[config.mk]
export PLATFORM = sky130hd
export DESIGN_NAME = clk_rate_gen
export DESIGN_NICKNAME = d
export VERILOG_FILES = /design/src/rtl/clk_rate_gen.sv
export SDC_FILE = /design/constraint.sdc
export NUM_CORES = 1
export LEC_CHECK = 0
export ABC_AREA = 1
export BUFFER_PORTS_ARGS = -buffer_cell sky130_fd_sc_hd__buf_2
export CAP_MARGIN = 20
export CORE_UTILIZATION = 40
export DETAILED_ROUTE_END_ITERATION = 10
export PLACE_DENSITY_LB_ADDON = 0.25
export SYNTH_ARGS = -nofsm -noshare
export SYNTH_HDL_FRONTEND = slang
export SYNTH_SLANG_ARGS = --single-unit
[constraint.sdc]
create_clock -name clk_ref -period 11.5 [get_ports clk_ref]
set_input_delay 2.3 -clock clk_ref [delete_from_list [all_inputs] [get_ports clk_ref]]
set_output_delay 2.3 -clock clk_ref [all_outputs]
set_load 0.05 [all_outputs]
[src/rtl/clk_rate_gen.sv]
`default_nettype none
// ============================================================================
// Module   : clk_rate_gen
// Brief    : Phase-accumulator clock generator with burst/continuous runs and
//            an increment handshake that defers updates to the wrap edge.
// Revision : 1.0  initial release
// ============================================================================
module clk_rate_gen #(
    parameter int ACC_WIDTH     = 32,
    parameter int COUNTER_WIDTH = 32
) (
    input  logic                     clk_ref,
    input  logic                     reset_n,
    input  logic                     enable,
    input  logic [ACC_WIDTH-1:0]     inc_in,
    input  logic                     inc_valid,
    output logic                     inc_ready,
    input  logic [COUNTER_WIDTH-1:0] burst_len,
    output logic                     clk_out,
    output logic                     tick,
    output logic                     busy,
    output logic [COUNTER_WIDTH-1:0] tick_count
);

    localparam logic [ACC_WIDTH-1:0]     c_half = {1'b1, {(ACC_WIDTH-1){1'b0}}};
    localparam logic [COUNTER_WIDTH-1:0] c_one  = {{(COUNTER_WIDTH-1){1'b0}}, 1'b1};

    typedef enum logic [1:0] {
        ST_IDLE = 2'd0,
        ST_RUN  = 2'd1,
        ST_STOP = 2'd2
    } state_t;

    state_t                   r_state;
    state_t                   w_state_next;
    logic [1:0]               r_rst_sync;
    logic                     w_rst_n;
    logic [ACC_WIDTH-1:0]     r_acc;
    logic [ACC_WIDTH-1:0]     r_inc_active;
    logic [ACC_WIDTH-1:0]     r_pend;
    logic                     r_pend_valid;
    logic [COUNTER_WIDTH-1:0] r_burst_rem;
    logic [COUNTER_WIDTH-1:0] r_tick_count;
    logic                     r_clk_out;
    logic                     r_tick;
    logic                     r_busy;
    logic [ACC_WIDTH:0]       w_sum;
    logic                     w_wrap;
    logic                     w_active;
    logic                     w_xfer;
    logic                     w_apply;
    logic                     w_to_idle;
    logic                     w_rise;
    logic [ACC_WIDTH-1:0]     w_inc_sat;

    // Assert asynchronously, release two clk_ref edges after reset_n rises.
    always_ff @(posedge clk_ref or negedge reset_n) begin
        if (!reset_n) r_rst_sync <= 2'b00;
        else          r_rst_sync <= {r_rst_sync[0], 1'b1};
    end
    assign w_rst_n = r_rst_sync[1];

    assign w_sum     = {1'b0, r_acc} + {1'b0, r_inc_active};
    assign w_wrap    = w_sum[ACC_WIDTH];
    assign w_active  = (r_state != ST_IDLE);
    assign w_xfer    = inc_valid && !r_pend_valid;
    assign w_inc_sat = (inc_in > c_half) ? c_half : inc_in;
    assign w_apply   = w_active && w_wrap && r_pend_valid;
    // A wrap ends the run in STOP, or anywhere a zero increment is applied.
    assign w_to_idle = w_active && w_wrap &&
                       ((r_state == ST_STOP) || (r_pend_valid && (r_pend == '0)));
    assign w_rise    = w_active && !w_to_idle && w_sum[ACC_WIDTH-1] && !r_clk_out;

    always_comb begin
        w_state_next = r_state;
        case (r_state)
            ST_IDLE: if (enable && (r_inc_active != '0)) w_state_next = ST_RUN;
            ST_RUN: begin
                if (w_to_idle)
                    w_state_next = ST_IDLE;
                else if (!enable || (w_rise && (r_burst_rem == c_one)))
                    w_state_next = ST_STOP;
            end
            ST_STOP: if (w_to_idle) w_state_next = ST_IDLE;
            default: w_state_next = ST_IDLE;
        endcase
    end

    always_ff @(posedge clk_ref or negedge w_rst_n) begin
        if (!w_rst_n) r_state <= ST_IDLE;
        else          r_state <= w_state_next;
    end

    always_ff @(posedge clk_ref or negedge w_rst_n) begin
        if (!w_rst_n) begin
            r_acc        <= '0;
            r_inc_active <= '0;
            r_pend       <= '0;
            r_pend_valid <= 1'b0;
            r_burst_rem  <= '0;
            r_tick_count <= '0;
            r_clk_out    <= 1'b0;
            r_tick       <= 1'b0;
            r_busy       <= 1'b0;
        end else begin
            r_busy <= (w_state_next != ST_IDLE);
            r_tick <= w_rise;
            if (w_rise) r_tick_count <= r_tick_count + c_one;

            if (!w_active) begin
                r_acc     <= '0;
                r_clk_out <= 1'b0;
                if (w_xfer) r_inc_active <= w_inc_sat;
                if (w_state_next == ST_RUN) r_burst_rem <= burst_len;
            end else begin
                if (w_to_idle) begin
                    r_acc     <= '0;
                    r_clk_out <= 1'b0;
                end else begin
                    r_acc     <= w_sum[ACC_WIDTH-1:0];
                    r_clk_out <= w_sum[ACC_WIDTH-1];
                end
                // Pending slot is empty whenever w_xfer is true, so these never collide.
                if (w_xfer) begin
                    r_pend       <= w_inc_sat;
                    r_pend_valid <= 1'b1;
                end
                if (w_apply) begin
                    r_inc_active <= r_pend;
                    r_pend_valid <= 1'b0;
                end
                if ((r_state == ST_RUN) && w_rise && (r_burst_rem != '0))
                    r_burst_rem <= r_burst_rem - c_one;
            end
        end
    end

    assign inc_ready  = !r_pend_valid;
    assign clk_out    = r_clk_out;
    assign tick       = r_tick;
    assign busy       = r_busy;
    assign tick_count = r_tick_count;

endmodule
`default_nettype wire

## Word level (Yosys, flattened, before mapping)

Index checks and enable logic that the tools add are counted.

| word-level totals | value |
|---|---|
| register bits after elaboration | 168 |
| bits in latches | 0 |
| RAM bits | 0 |
| bits in read-only memories | 0 |
| input bits | 68 |
| memories kept | 0 |

| cells by class | value |
|---|---|
| add/sub/neg operators | 3 |
| multiply operators | 0 |
| div/mod/pow operators | 0 |
| magnitude comparators | 1 |
| equality and inequality tests | 6 |
| shift operators | 0 |
| multiplexer cells | 18 |
| bitwise logic cells | 0 |
| reduce and logical (&&, ||, !) cells | 31 |

Operators with widths:

| operator | count |
|---|---|
| 2-to-1 mux 32 bit | 9 |
| nonzero test 32 bit | 2 |
| adder 32 x 32 -> 33 bit | 1 |
| adder 32 x 1 -> 32 bit, second input constant | 1 |
| == test 32 x 1 -> 1 bit, second input constant | 1 |
| greater-than comparator 32 bit, second input constant | 1 |
| zero test 32 bit | 1 |
| subtractor 32 x 1 -> 32 bit, second input constant | 1 |
| logical AND 1 bit | 12 |
| nonzero test 2 bit | 5 |
| 2-to-1 mux 2 bit | 4 |
| AND reduction 2 bit | 4 |
| case mux 2 bit (3 select lines) | 1 |
| == test 2 x 1 -> 1 bit, second input constant | 2 |
| zero test 1 bit | 4 |
| 2-to-1 mux 1 bit | 4 |
| inequality test 2 x 1 -> 1 bit, second input constant | 2 |
| == test 2 bit, second input constant | 1 |
| zero test 2 bit | 1 |
| logical OR 1 bit | 2 |

## Depth between registers and ports, before layout

Gate-level depths: netlist of the first run.

| logic depth | value |
|---|---|
| word-level depth | 16 |
| mapped depth | 20 |
| mapped depth without buffers | 18 |

## Worst setup path before layout of the first run

OpenSTA, ideal clock, no wires.

| path | value |
|---|---|
| kind | input to register |
| start point | in inc_in[24] |
| end point | reg r_inc_active[12] |
| library setup time | 83 ps |
| arrival | 3,809 ps |
| required time | 11,417 ps |
| slack | 7,608 ps |
| stages | 8 |
| path through | nor4_1 nand4_1 o31ai_1 clkbuf_1 nand2_1 nand2_1 o211ai_1 o21ai_0 |

| between the ends | value |
|---|---|
| word-level cells in the longest chain between the ends | 4 |

Ends and longest elaborated chain:

| element | line | RTL |
|---|---|---|
| start, declared | 15 | `input logic [ACC_WIDTH-1:0] inc_in,` |
| greater-than comparator 32 bit | 67 | `assign w_inc_sat = (inc_in > c_half) ? c_half : inc_in;` |
| 2-to-1 mux 32 bit | 67 |  |
| 2-to-1 mux 32 bit | 113 | `if (w_xfer) r_inc_active <= w_inc_sat;` |
| 2-to-1 mux 32 bit | 110 | `if (!w_active) begin` |
| end signal, assigned | 113 |  |
| end signal, assigned | 129 | `r_inc_active <= r_pend;` |
| end, declared | 39 | `logic [ACC_WIDTH-1:0] r_inc_active;` |

Every way passes these cells. The select of a mux whose other input is x is not followed.
A chain may end at the register's enable or synchronous reset.

## Worst setup path after layout of the first run

| path | value |
|---|---|
| start point | in inc_in[4] |
| end point | reg r_inc_active[12] |

The elaborated chain is that of the path after synthesis.

==> results of run 1 <==
sequential cells by signal, summed over array words and instances (netlist names):
signal	count
busy	1
tick_count	32
r_rst_sync	2
r_acc	32
r_state	2
r_inc_active	32
r_burst_rem	32
r_pend_valid	1
r_pend	32
tick	1
critical path, cell delays in order:
cell and delay [ns]:
buf_2 0.10, nor4_1 0.45, nand2_1 0.18, o31ai_4 0.54, buf_4 0.35, nand2_1 0.12, nand2_1 0.09, o211ai_1 0.10
o21ai_0 0.11
cell usage in the layout, fill, tap and decap left out, drive strengths merged:
master    instances
clkinvlp          1
bufinv            2
buf             110
o21ai           136
clkbuf           17
nand4            24
inv             162
nand3b            2
clkinv            5
a31oi            12
o21bai            3
nor4             18
and2              1
nor3b             4
a21oi            48
nor3             33
dfrtp           167
xor2             31
nand3            43
o31ai             4
ha               35
nor2            154
o211ai           28
fa                1
a31o              2
or2               4
a22o              1
a21o              2
nand2           445
conb              1
o221ai            1
xnor2            24
synth_stat cells, types with 3 or more instances:
| library cell | number | area share |
|---|---|---|
| clkbuf_1 | 24 | 0.0087 |
| o31ai_1 | 4 | 0.0029 |
| nand2_2 | 7 | 0.0043 |
| nor2_1 | 150 | 0.055 |
| xor2_1 | 31 | 0.026 |
| buf_6 | 4 | 0.0044 |
| o21ai_0 | 95 | 0.046 |
| nor3_1 | 33 | 0.016 |
| o21ai_2 | 3 | 0.0026 |
| inv_1 | 140 | 0.051 |
| dfrtp_1 | 167 | 0.41 |
| a21oi_2 | 4 | 0.0034 |
| o21ai_1 | 38 | 0.018 |
| xnor2_1 | 24 | 0.020 |
| ha_1 | 35 | 0.043 |
| nand4_1 | 24 | 0.015 |
| nor4_1 | 18 | 0.011 |
| nand3_1 | 43 | 0.021 |
| a31oi_1 | 12 | 0.0073 |
| nand2_4 | 3 | 0.0033 |
| nand2_1 | 435 | 0.16 |
| nor3b_1 | 4 | 0.0029 |
| a21oi_1 | 43 | 0.021 |
| buf_2 | 12 | 0.0058 |
| o211ai_1 | 28 | 0.020 |
| o21bai_1 | 3 | 0.0022 |
| inv_2 | 13 | 0.0047 |
kinds of logic (layout without fill, tap and decap cells):
| group | count (synthesis) | after routing | synth area share |
|---|---|---|---|
| buffers and inverters | 197 | 297 | 0.0762 |
| flip-flops | 167 | 167 | 0.406 |
| other | 1 | 1 | 0.000364 |
| AND/OR/NAND/NOR | 728 | 728 | 0.296 |
| AO/OA/AOI/OAI | 237 | 237 | 0.131 |
| XOR/XNOR | 55 | 55 | 0.0468 |
| adder cells (fa/ha/maj) | 36 | 36 | 0.0445 |
metrics by stage:
step	hold WS, ns	total power [W]	worst slack, ns	utilization
finish	0.235	0.00307	7.49	0.465
global route	0.281	0.00335	7.29	0.465
CTS	0.261	0.00309	7.46	0.465
detailed placement	0.258	0.00248	7.04	0.441
global placement	0.255	0.00245	7.11	0.441
floorplan	0.331	0.00214	6.50	-
final cells by class:
cell class | count | area (um2)
clock buffers | 17 | 425
well taps | 330 | 413
repair buffers | 110 | 568
flip-flops and latches | 167 | 4180
fillers | 2546 | 13500
multi-input cells | 1057 | 5370
inverters | 155 | 582
clock inverters | 15 | 183
metal layers:
layer	track usage	share of wire	wire, um	vias up
met3	0.0295	0.035	900	22
li1	-	-	-	4800
met2	0.317	0.44	11300	199
met5	0	0	0	-
met1	0.303	0.51	13200	4349
met4	0.0510	0.011	296	0
report_power, final:
part,internal (W),switching (W)
Sequential,0.000808,0.000183
Combinational,0.000480,0.000997
Clock,0.000331,0.000271
how the worst max path moves through the flow:
stage | from | endpoint | slack [ns] | cells past startpoint
2_1_floorplan | r_rst_sync[1]$_DFF_PN0_ | busy$_DFF_PN0_ | 6.50 | 0
3_3_place_gp | inc_in[4] | r_inc_active[18]$_DFFE_PN0P_ | 7.11 | 9
3_5_place_dp | inc_in[4] | r_inc_active[14]$_DFFE_PN0P_ | 7.04 | 9
4_1_cts | inc_in[4] | r_inc_active[12]$_DFFE_PN0P_ | 7.46 | 9
5_1_grt | inc_in[4] | r_inc_active[12]$_DFFE_PN0P_ | 7.29 | 9
6_report | inc_in[4] | r_inc_active[12]$_DFFE_PN0P_ | 7.49 | 9
==> impl_metrics.json, run 1 <==
{
  "postSynthCellCount": 1421,
  "dpl.hpwl_mm": 18.9,
  "clock_tree.buffer_depth": 2,
  "synth-seq-area-share": 0.406,
  "boundaryPins": 104,
  "count_of_warnings_emitted_by_yosys": 0,
  "criticalPathCategory": "in2reg",
  "period_needed_ns": 4.01,
  "cts_root_buffer": "clkbuf_16",
  "final_area_um2": 11700,
  "synth_enable_flop_cells": 0,
  "grtUsageTotal": 0.206,
  "first_pass_grt_wire_length_mm": 43.8,
  "grt_start_max_net_pins": 83,
  "critical_path.reg2reg.endpoint": "r_burst_rem[7]$_DFFE_PN0P_",
  "setup_violations": 0,
  "drt-initial-drc-count": 589,
  "report.final.hold_viol_count": 0,
  "ir_worst_vdd_mv": 0.173,
  "stdcell_count": 1851,
  "synthesis.nets": 1525,
  "leakagePower_nw": 5.82,
  "synthToLayoutAreaGrowth_pct": 13.8,
  "reg2regPathDepth": 17,
  "cts_sinks": 167,
  "number_of_distinct_standard_cells_referenced_by_the_synthesized_netlist": 44,
  "layout-drive-gt1-share": 0.122,
  "initial_antenna_violation_count": 0,
  "placement.io_buffers": 103,
  "cts-hold-fix-buffers": 0,
  "timing.critical_path.from_type": "input port",
  "via_count": 9370,
  "critPathArrivalTime_ns": 4.36,
  "critical_path.max_fanout": 20,
  "synthFlopType": "dfrtp_1",
  "route.detailed.drc": 0,
  "detailedRoute.firstPassIterationCount": 5,
  "dpl_cell_area_um2": 11100,
  "antenna_cells": 0,
  "number_of_max_cap_violations": 0,
  "outcome": "finished, final reports clean",
  "dp.cells": 1819,
  "fp.dieArea_um2": 26400,
  "clk-insertion-delay-late_ns": 0.44,
  "worstSetupEndpointType": "flop",
  "nets": 1612,
  "rsz0062_at_grt": "no",
  "max_slew.worst_pin.slew_ns": 0.967,
  "final_max_slew_viol_count": 0,
  "worst_ep_required_time_ns": 11.85,
  "r2r_path_start": "r_inc_active[0]$_DFFE_PN0P_",
  "max-slew-margin-rel": 0.355,
  "postCtsSetupRepairBufs": 0,
  "remaining_antenna_violation_count_after_routing": 0,
  "tritoncts": "built",
  "postSynthRegisterBits": 167,
  "start_util": 0.409,
  "postSynth.asyncResetShare": 1.00,
  "finalSetupTns_ns": 0,
  "fin_crit_sh": 0.349,
  "power.density_nw_per_um2": 262,
  "post_synth_instance_area_um2": 10300,
  "holdCritPathClass": "reg2async",
  "cts-resized-gates": 0,
  "vias_in_the_first_global_route": 8836,
  "maxClockFrequency_ghz": 0.249,
  "fin_worst_skew_ns": 0.0177,
  "die_height_um": 162,
  "clk_pin_slew_worst_setup_hold_paths_ns": 0.08,
  "gr-total-overflow": 0,
  "fp.dieW_um": 162,
  "cts_max_level": 4,
  "syn-mean-instance-area_um2": 7.25,
  "viasPerCell": 5.06,
  "cts_made_buffers": 17,
  "core_region_area_um2": 25200,
  "gp_congestion": 0.850,
  "wl_per_cell_um": 13.9,
  "reg2reg_setup_slack_ns": 7.82,
  "std_cell_rows": 58,
  "detail_route.wirelength_mm": 25.8
}
No activity file was read; power rests on OpenSTA's default activity.
==> run 2, diff against run 1 <==
==> constraint.sdc (replaced) <==
create_clock -name clk_ref -period 3.5 [get_ports clk_ref]
set_input_delay 0.7 -clock clk_ref [delete_from_list [all_inputs] [get_ports clk_ref]]
set_output_delay 0.7 -clock clk_ref [all_outputs]
set_load 0.05 [all_outputs]
==> impl_metrics.json, run 2 (synthesized netlist as in run 1, its figures left out) <==
{
  "fin_worst_skew_ns": 0.0137,
  "vias_in_the_first_global_route": 8864,
  "cts_sinks": 167,
  "fp.dieW_um": 162,
  "route.detailed.drc": 0,
  "worst_hold_slack_ns": 0.0427,
  "layout_common_cells": "nand2_1, dfrtp_1, nor2_1, inv_1, buf_2",
  "holdCritPathClass": "in2async",
  "via_count": 9326,
  "report.final.hold_viol_count": 0,
  "std_cell_rows": 58,
  "max-slew-margin-rel": 0.503,
  "place_worst_setup_slack_ns": 0.551,
  "synthToLayoutAreaGrowth_pct": 14.0,
  "max_slew.worst_pin.slew_ns": 0.746,
  "tritoncts": "built",
  "cts_root_buffer": "clkbuf_16",
  "postCtsSetupRepairBufs": 0,
  "cts-resized-gates": 0,
  "clk-insertion-delay-late_ns": 0.43,
  "internal_power_w": 0.00529,
  "setup_violations": 0,
  "die_height_um": 162,
  "placement.io_buffers": 103,
  "final_max_slew_viol_count": 0,
  "gr-total-overflow": 0,
  "detail_route.wirelength_mm": 25.7,
  "fin_total_pwr_w": 0.0100,
  "leakagePower_nw": 5.83,
  "dpl.hpwl_mm": 19.2,
  "cts_max_level": 4,
  "period_needed_ns": 2.93,
  "grtUsageTotal": 0.204,
  "initial_antenna_violation_count": 0,
  "share_seq_of_total_power": 0.323,
  "p_sw_frac": 0.473,
  "timing.critical_path.from_type": "flop",
  "clock_tree.buffer_depth": 2,
  "fin_crit_sh": 0.837,
  "layout_setup_ws_ns": 0.569,
  "gp_congestion": 0.895,
  "start_util": 0.409,
  "criticalPathCategory": "reg2reg",
  "clk_pin_slew_worst_setup_hold_paths_ns": 0.07,
  "mostFrequentLayoutCell": "nand2_1",
  "boundaryPins": 104,
  "finalSetupTns_ns": 0,
  "critical_path.max_fanout": 57,
  "outcome": "finished, final reports clean",
  "layout-drive-gt1-share": 0.125,
  "fp.dieArea_um2": 26400,
  "p_switching_w": 0.00474,
  "cts-hold-fix-buffers": 0,
  "core_region_area_um2": 25200,
  "number_of_max_cap_violations": 0,
  "antenna_cells": 0,
  "wl_per_cell_um": 13.9,
  "ir_worst_vdd_mv": 0.375,
  "worst_ep_required_time_ns": 3.78,
  "cts_made_buffers": 17,
  "drt-initial-drc-count": 623,
  "worstSetupEndpointType": "flop",
  "critPathArrivalTime_ns": 3.21,
  "viasPerCell": 5.03,
  "first_pass_grt_wire_length_mm": 43.4,
  "grt_start_max_net_pins": 80,
  "combPwrFrac": 0.492,
  "power_frac_clock": 0.185,
  "power.density_nw_per_um2": 854,
  "detailedRoute.firstPassIterationCount": 5,
  "nets": 1618,
  "rsz0062_at_grt": "no",
  "maxClockFrequency_ghz": 0.341,
  "remaining_antenna_violation_count_after_routing": 0
}
[run 2: cell types whose count changed in the layout (fill, tap and decap cells not counted)]
| cell | change |
|---|---|
| buf_4 | +4 |
| buf_12 | +2 |
| bufinv_16 | -1 |
| clkinv_2 | -1 |
| clkinv_4 | +1 |
| clkinv_8 | -1 |
| clkinvlp_4 | +1 |
| inv_8 | -1 |
[run 2: worst paths after layout]
path | end | from | slack, ns | cells after the start
max | r_burst_rem[2]$_DFFE_PN0P_ | r_inc_active[0]$_DFFE_PN0P_ | 0.57 | 16
min | r_rst_sync[1]$_DFF_PN0_ | reset_n | 0.04 | 1
max reg2reg | r_burst_rem[2]$_DFFE_PN0P_ | r_inc_active[0]$_DFFE_PN0P_ | 0.57 | 16
min reg2reg | r_pend[10]$_DFFE_PN0P_ | r_rst_sync[1]$_DFF_PN0_ | 0.32 | 0
max in group asynchronous | r_burst_rem[6]$_DFFE_PN0P_ | r_rst_sync[1]$_DFF_PN0_ | 2.33 | 1
min in group clk_ref | r_rst_sync[1]$_DFF_PN0_ | r_rst_sync[0]$_DFF_PN0_ | 0.35 | 0
[run 2: per-stage QoR]
stage / cell area [um2] / utilization / std cells
6_report: 11700 / 0.466 / 1855
5_1_grt: 11700 / 0.466 / 1855
4_1_cts: 11700 / 0.466 / 1855
3_5_place_dp: 11200 / 0.444 / 1825
3_3_place_gp: 11200 / 0.444 / 1825
2_1_floorplan: 10300 / - / 1421
[run 2: final cells by class]
class | instances | area [um2]
clock buffer | 17 | 425
sequential | 167 | 4180
timing repair buffer | 116 | 638
clock inverter | 13 | 136
multi-input combinational | 1057 | 5370
inverter | 155 | 582
tap | 330 | 413
fill | 2526 | 13400
[run 2: power groups by stage]
stage	logic, W	clock network, W	registers, W
after floorplan	0.00370	0	0.00331
after global placement	0.00487	0	0.00326
after detailed placement	0.00494	0	0.00327
after CTS	0.00496	0.00190	0.00324
after global routing	0.00564	0.00198	0.00334
final	0.00493	0.00186	0.00324
[run 2: metal layers]
layer / track usage / part of all wire
met1: 0.290 / 0.50
met2: 0.322 / 0.45
met3: 0.0336 / 0.039
met4: 0.0493 / 0.011
met5: 0 / 0
[run 2: critical path: stages, from the launching register on]
cell and delay, ns:
dfrtp_1 0.39, ha_1 0.21, fa_1 0.39, nand2_1 0.09, nand2_1 0.07, nand3_1 0.10, nand2_2 0.10, nand2_2 0.07
nand2_2 0.09, nand2_2 0.10, nand2_2 0.07, a21oi_4 0.16, nand2_4 0.09, nor2_8 0.11, nand2_4 0.11, nand2_4 0.45
o21ai_0 0.16
